$ cat config.mk
export PLATFORM = sky130hd
export DESIGN_NAME = reg_index_encoder_flat
export DESIGN_NICKNAME = d
export VERILOG_FILES = /design/src/rtl/reg_index_encoder_if.sv /design/src/rtl/reg_index_encoder.sv /design/src/flat_wrapper.sv
export SDC_FILE = /design/constraint.sdc
export NUM_CORES = 1
export LEC_CHECK = 0
export ABC_AREA = 1
export BUFFER_PORTS_ARGS = -buffer_cell sky130_fd_sc_hd__buf_2
export CORE_MARGIN = 5
export CORE_UTILIZATION = 25
export DETAILED_ROUTE_END_ITERATION = 16
export GPL_TIMING_DRIVEN = 1
export PLACE_DENSITY = 0.51
export SYNTH_ARGS = -nofsm -noshare
export SYNTH_HDL_FRONTEND = slang
export SYNTH_SLANG_ARGS = --single-unit
$ cat constraint.sdc
create_clock -name clock -period 4.7 [get_ports clock]
set_input_delay 0.705 -clock clock [delete_from_list [all_inputs] [get_ports clock]]
set_output_delay 0.705 -clock clock [all_outputs]
set_load 0.005 [all_outputs]
$ cat src/rtl/reg_index_encoder_if.sv
// Handshake bundle for reg_index_encoder: vector request side and index stream side.
// REG_INDEX_ENCODER_EMPTY_ERR_EN adds the empty_err flag to the bundle.
interface reg_index_encoder_if;
  logic       req_valid;
  logic       req_ready;
  logic [7:0] req_vec;
  logic       out_valid;
  logic       out_ready;
  logic [2:0] register;
  logic       last;
  logic [3:0] count;
`ifdef REG_INDEX_ENCODER_EMPTY_ERR_EN
  logic       empty_err;

  modport master (
    output req_valid, req_vec, out_ready,
    input  req_ready, out_valid, register, last, count, empty_err
  );
  modport slave (
    input  req_valid, req_vec, out_ready,
    output req_ready, out_valid, register, last, count, empty_err
  );
`else
  modport master (
    output req_valid, req_vec, out_ready,
    input  req_ready, out_valid, register, last, count
  );
  modport slave (
    input  req_valid, req_vec, out_ready,
    output req_ready, out_valid, register, last, count
  );
`endif
endinterface

$ cat src/rtl/reg_index_encoder.sv
// Drains an 8-bit register-select vector (bit 7 = r0) into a stream of 3-bit indices, r0 first.
// Optional REG_INDEX_ENCODER_EMPTY_ERR_EN: one-cycle empty_err pulse after an accepted zero vector.
module reg_index_encoder (
  input  logic               clock,
  input  logic               reset_n,
  reg_index_encoder_if.slave bus
);
  localparam int unsigned N_REGS = 8;
  localparam int unsigned IDX_W  = 3;
  localparam int unsigned CNT_W  = 4;

  typedef enum logic {IDLE, DRAIN} state_e;

  state_e              state_q, state_d;
  logic [N_REGS-1:0]   pending_q, pending_d;
  logic                out_valid_q, out_valid_d;
  logic [IDX_W-1:0]    register_q, register_d;
  logic                last_q, last_d;
  logic [CNT_W-1:0]    count_q, count_d;
  logic [N_REGS-1:0]   clr_mask;
`ifdef REG_INDEX_ENCODER_EMPTY_ERR_EN
  logic                empty_err_q, empty_err_d;
`endif

  function automatic logic [CNT_W-1:0] popcnt(input logic [N_REGS-1:0] v);
    logic [CNT_W-1:0] c;
    c = '0;
    for (int i = 0; i < N_REGS; i++) c = c + CNT_W'(v[i]);
    return c;
  endfunction

  // Highest set bit wins, since it maps to the lowest register number.
  function automatic logic [IDX_W-1:0] first_idx(input logic [N_REGS-1:0] v);
    logic [IDX_W-1:0] idx;
    idx = '0;
    for (int i = 0; i < N_REGS; i++) begin
      if (v[i]) idx = IDX_W'(N_REGS - 1 - i);
    end
    return idx;
  endfunction

  always_comb begin
    state_d   = state_q;
    pending_d = pending_q;
    count_d   = count_q;
    clr_mask  = {1'b1, {(N_REGS-1){1'b0}}} >> register_q;
`ifdef REG_INDEX_ENCODER_EMPTY_ERR_EN
    empty_err_d = 1'b0;
`endif
    case (state_q)
      IDLE: begin
        if (bus.req_valid) begin
          pending_d = bus.req_vec;
          count_d   = popcnt(bus.req_vec);
          if (bus.req_vec != '0) begin
            state_d = DRAIN;
          end
`ifdef REG_INDEX_ENCODER_EMPTY_ERR_EN
          else begin
            empty_err_d = 1'b1;
          end
`endif
        end
      end
      DRAIN: begin
        if (out_valid_q && bus.out_ready) begin
          pending_d = pending_q & ~clr_mask;
          if (last_q) state_d = IDLE;
        end
      end
      default: state_d = IDLE;
    endcase
    // Output view is precomputed from the next pending so it is registered and bubble-free.
    out_valid_d = (state_d == DRAIN);
    register_d  = out_valid_d ? first_idx(pending_d) : '0;
    last_d      = out_valid_d && (popcnt(pending_d) == CNT_W'(1));
  end

  always_ff @(posedge clock or negedge reset_n) begin
    if (!reset_n) begin
      state_q     <= IDLE;
      pending_q   <= '0;
      out_valid_q <= 1'b0;
      register_q  <= '0;
      last_q      <= 1'b0;
      count_q     <= '0;
`ifdef REG_INDEX_ENCODER_EMPTY_ERR_EN
      empty_err_q <= 1'b0;
`endif
    end else begin
      state_q     <= state_d;
      pending_q   <= pending_d;
      out_valid_q <= out_valid_d;
      register_q  <= register_d;
      last_q      <= last_d;
      count_q     <= count_d;
`ifdef REG_INDEX_ENCODER_EMPTY_ERR_EN
      empty_err_q <= empty_err_d;
`endif
    end
  end

  assign bus.req_ready = (state_q == IDLE);
  assign bus.out_valid = out_valid_q;
  assign bus.register  = register_q;
  assign bus.last      = last_q;
  assign bus.count     = count_q;
`ifdef REG_INDEX_ENCODER_EMPTY_ERR_EN
  assign bus.empty_err = empty_err_q;
`endif
endmodule

$ cat src/flat_wrapper.sv
// flat-port wrapper written by rule: the top's interface ports become plain ports
module reg_index_encoder_flat 
  (clock, reset_n, bus_req_valid, bus_req_vec, bus_out_ready, bus_req_ready, bus_out_valid, bus_register, bus_last, bus_count);
  reg_index_encoder_if bus_i ();
  input  logic clock;
  input  logic reset_n;
  input wire logic [$bits(bus_i.req_valid)-1:0] bus_req_valid;
  input wire logic [$bits(bus_i.req_vec)-1:0] bus_req_vec;
  input wire logic [$bits(bus_i.out_ready)-1:0] bus_out_ready;
  output wire logic [$bits(bus_i.req_ready)-1:0] bus_req_ready;
  output wire logic [$bits(bus_i.out_valid)-1:0] bus_out_valid;
  output wire logic [$bits(bus_i.register)-1:0] bus_register;
  output wire logic [$bits(bus_i.last)-1:0] bus_last;
  output wire logic [$bits(bus_i.count)-1:0] bus_count;
  assign bus_i.req_valid = bus_req_valid;
  assign bus_i.req_vec = bus_req_vec;
  assign bus_i.out_ready = bus_out_ready;
  assign bus_req_ready = bus_i.req_ready;
  assign bus_out_valid = bus_i.out_valid;
  assign bus_register = bus_i.register;
  assign bus_last = bus_i.last;
  assign bus_count = bus_i.count;
  reg_index_encoder u_core (.clock(clock), .reset_n(reset_n), .bus(bus_i));
endmodule
======== After elaboration in Yosys (flattened, before gate mapping) ========
Cells that the tools add are included.
W data, S select, Z words.
word-level totals
  register bits after elaboration ......... 17
  input bits .............................. 12
  output and inout port bits .............. 10
  logic and storage cells ................. 45
cells by class
  add/subtract/negate cells ............... 14
  equality and inequality tests ........... 1
  shifts and indexed selects .............. 1
  multiplexer cells ....................... 17
  bitwise logic cells ..................... 3
  reductions and logical operators ........ 4
operators with widths
  kind                   number
  $add A4 B1 Y4          12
  $mux W3                9
  $mux W8                2
  $pmux W8 S2            1
  $and A8 B8 Y8          1
  $not A8 Y8             1
  $reduce_bool A8 Y1     1
  $shr A8 B3 Y8 const A  1
  $add A1 B1 Y2          2
  $eq A4 B1 Y1 const B   1
  $mux W1                4
  $logic_and A1 B1 Y1    2
  $pmux W1 S2            1
  $reduce_and A2 Y1      1
  $not A1 Y1             1

======== Longest topological paths before layout ========
  depth after elaboration ................. 14
  depth in mapped cells ................... 18
  depth with buffers taken out ............ 17

======== Worst setup path before layout ========
Ideal clock, no wire load.
  path type ............................... input to register
  start ................................... input port bus_req_valid
  end ..................................... register u_core.last_q (netlist: u_core.bus.last)
  setup time .............................. 0.123 ns
  arrival time ............................ 3.569 ns
  data required time ...................... 4.577 ns
  setup slack ............................. 1.008 ns
  cell stages on the path ................. 16
  buffers on the path ..................... 1
  cells stage by stage .................... buf_2 -> nand2_8 -> inv_4 -> nand2_1 -> o21ai_0 -> nor2_1 -> inv_1 -> ha_1 -> fa_1 -> fa_1 -> inv_1 -> fa_1 -> inv_1 -> fa_1 -> nand3_1 -> nor3b_1
on the way
  longest elaborated chain between the ends .. 11
  elaborated cells between the ends (all ways) .. 13
  classes of those cells .................. add/sub: 7; eq/ne: 1; mux: 4; reduce/logical: 1
RTL lines
  element                      RTL line                 RTL
  start, declared              flat_wrapper.sv:7        input wire logic [$bits(bus_i.req_valid)-1:0] bus_req_valid;
  $mux W8                      reg_index_encoder.sv:52  if (bus.req_valid) begin
  $pmux W8 S2                  reg_index_encoder.sv:50  case (state_q)
  via u_core.pending_d[1]      reg_index_encoder.sv:15  logic [N_REGS-1:0] pending_q, pending_d;
  $add A1 B1 Y2                reg_index_encoder.sv:28  for (int i = 0; i < N_REGS; i++) c = c + CNT_W'(v[i]);
  $add A4 B1 Y4 (6 in series)  reg_index_encoder.sv:28
  $eq A4 B1 Y1                 reg_index_encoder.sv:76  last_d = out_valid_d && (popcnt(pending_d) == CNT_W'(1));
  $logic_and A1 B1 Y1          reg_index_encoder.sv:76
  via u_core.last_d            reg_index_encoder.sv:18  logic last_q, last_d;
  end signal, assigned         reg_index_encoder.sv:95  last_q <= last_d;
  end, declared                reg_index_encoder.sv:18
The timed path passes the listed nets, and every way through them passes these cells.
A chain may end at the register's enable or synchronous reset.

======== Final worst setup path ========
  start ................................... register u_core.state_q
  end ..................................... register u_core.last_q (netlist: u_core.bus.last)
on the way
  longest elaborated chain between the ends .. 12
  elaborated cells between the ends (all ways) .. 15
  classes of those cells .................. add/sub: 7; eq/ne: 1; mux: 4; bitwise: 1; reduce/logical: 2
RTL lines
  element                        RTL line                 RTL
  start, declared                reg_index_encoder.sv:14  state_e state_q, state_d;
  start signal, assigned         reg_index_encoder.sv:91  state_q <= state_d;
  $logic_and A1 B1 Y1            -
  $mux W8                        -
  $pmux W8 S2 *                  reg_index_encoder.sv:50
  via u_core.pending_d[1]        reg_index_encoder.sv:15
  $add A1 B1 Y2 *                reg_index_encoder.sv:28
  $add A4 B1 Y4 * (6 in series)  reg_index_encoder.sv:28
  $eq A4 B1 Y1 *                 reg_index_encoder.sv:76
  $logic_and A1 B1 Y1 *          reg_index_encoder.sv:76
  via u_core.last_d              reg_index_encoder.sv:18
The timed path passes the listed nets; every way through them passes the cells marked *.

==> flow_summary.toml <==
[clock_tree]
root_buffer = "clkbuf_8"
cts_buffers = 3
hold_buffers = 0
cts_setup_buffers = 0
cts.sinks = 17
cts.clk_slew.worst_paths_ns = 0.07
clock_path_buffers = 2
cts_resized = 0
h-tree-depth = 1
clk_latency_ns = 0.25
cts_tree = "built"

[worst_setup_path]
worstSetupPathType = "reg -> reg"
cp-start-kind = "flip-flop"
cp.arrival_ns = 3.76
crit_fanout = 10
critPathRequiredTime_ns = 4.84
endpoint_kind = "flip-flop"

[timing]
finalWorstSetupSlack_ns = 1.07
skew_ns = 0.00310
tightest_slew_ns = 0.404
whs_ns = 0.370
report.final.hold_viol_count = 0
setup-violations-final = 0
slew_headroom_pct = 73.1
setup_tns_ns = 0
fin_crit_sh_pct = 77.1
period_minus_slack_ns = 3.63
rsz0062_at_grt = "no"
slew_violations = 0
max_freq_mhz = 276

[synthesis]
synthFlopType = "dfrtp_1"
synth_nets = 191
synth_edf_count = 0
ys_ff_latch = 17
syn_inst = 162
netlist-cell-type-count = 28
synth_area_um2 = 1290
async_flop_share_pct = 100
avgSynthCellArea_um2 = 7.94
ys_seq_area_share_pct = 33.1
yosysWarnings = 0

[global_routing]
grt_max_degree = 18
grt_pass1_wl_um = 4840
grt_use_total_pct = 9.62
antenna_found_initial = 0
grt_pass1_vias = 1059
grt-ovfl-total = 0

[final_layout]
area_delta_synth_final_pct = 17.2
final_common_cell = "nand2_1"
mostFrequentLayoutCells = "nand2_1 (45), inv_1 (32), buf_2 (21), dfrtp_1 (17), nor2_1 (12)"
drive_gt1_share_pct = 20.5
stdcell_count = 255
n_fill_cell = 555
num-nets-final = 215
n_antenna_cell = 0

[place]
gp_congestion = 0.781
port_buffers = 21
place_inst = 251
hpwlAfterDp_um = 2320
pre_cts_ws_ns = 0.780

[die]
design.die.area_um2 = 6680
dieWidth_um = 81.7
core-area_um2 = 5040
num_rows = 26
dieHeight_um = 81.7
start_util_pct = 25.5
io_pins = 22

[detailed_routing]
drt_pass1_iterations = 4
drtIter0Drc = 52
vias = 1042
finalWirelength_um = 2790
ant_nets = 0
drc_errors = 0
wl_per_cell_um = 10.9
viasPerCell = 4.09

[worst_hold_path]
hp-class = "in -> async"

[pwr]
p_per_area_nw_per_um2 = 696
power.leakage_nw = 0.832
ir_drop_uv = 274
p_total_mw = 1.05

[outcome]
status = "complete, no violations"

[job]
cap_violations = 0
[layer usage]
metal	wire length [µm]	track usage, %	vias up	share of wire [%]
met4	61	4.98	0	2.2
li1	-	-	529	-
met1	1300	12.1	491	47
met2	1300	15.6	18	47
met3	128	1.86	4	4.6
met5	0	0	-	0
[Yosys cell counts (2+ instances only)]
cell	n	area share [%]
a21oi_1	3	1.2
a31oi_1	2	0.97
clkinv_1	2	0.58
dfrtp_1	17	33
fa_1	8	12
ha_1	9	8.8
inv_1	32	9.3
inv_2	2	0.58
inv_4	2	0.97
nand2_1	45	13
nand2_2	2	0.97
nand3_1	4	1.6
nor2_1	12	3.5
nor2_2	3	1.5
o21ai_0	5	1.9
o22ai_1	2	0.97
[cells by family after synthesis]
group / share of synthesized area (%)
fa+ha+maj: 21.2
xor+xnor: 0.681
simple gates: 25.9
compound gates: 6.42
flops: 33.1
buf+inv: 12.7
[per-stage QoR]
| step | area, µm² | utilization [%] |
|---|---|---|
| after floorplan | 1290 | - |
| after global placement | 1460 | 29.0 |
| after detailed placement | 1460 | 29.0 |
| after CTS | 1510 | 29.9 |
| after global routing | 1510 | 29.9 |
| final | 1510 | 29.9 |
[path summary, 6_finish.rpt]
kind | from | to | slack [ns] | cells past startpoint
worst min register to register | u_core.bus.count[2] | u_core.bus.count[2] | 0.49 | 2
worst max register to register | u_core.state_q | u_core.bus.last | 1.07 | 16
max in group asynchronous | reset_n | u_core.bus.last | 4.04 | 1
worst min-delay path | reset_n | u_core.bus.count[2] | 0.37 | 1
min in group clock | u_core.bus.count[2] | u_core.bus.count[2] | 0.49 | 2
worst max-delay path | u_core.state_q | u_core.bus.last | 1.07 | 16
[flip-flops by register name (all words and copies together) (netlist names)]
register,flops
u_core.bus.register,3
u_core.bus.count,4
u_core.bus.last,1
u_core.state_q,1
u_core.pending_q,8
[cell type report]
type	instances	area [µm²]	share of cell area (%)
clock buffer	4	45.0	2.99
inverter	38	148	9.79
multi-input combinational	105	697	46.2
sequential	17	425	28.2
tap	70	87.6	5.81
timing repair buffer	21	105	6.97
[report_power, final]
| part | switching, mW | total [mW] | leakage (nW) | internal (mW) |
|---|---|---|---|---|
| combinational | 0.398 | 0.679 | 0.598 | 0.281 |
| clock | 0.0505 | 0.111 | 0.0228 | 0.0602 |
| sequential | 0.0473 | 0.260 | 0.211 | 0.213 |
| total | 0.496 | 1.05 | 0.832 | 0.554 |
[worst max-delay path: stages, from the launching register on]
cell and delay, ns:
dfrtp_1 0.58, inv_4 0.09, nand2_8 0.11, inv_4 0.06, nand2_1 0.05, o21ai_0 0.07
nor2_1 0.18, inv_1 0.09, ha_1 0.31, fa_1 0.45, fa_1 0.49, inv_1 0.05
fa_1 0.38, inv_1 0.09, fa_1 0.39, nand3_1 0.09, nor3b_1 0.05
No activity file was read; power rests on OpenSTA's default activity.
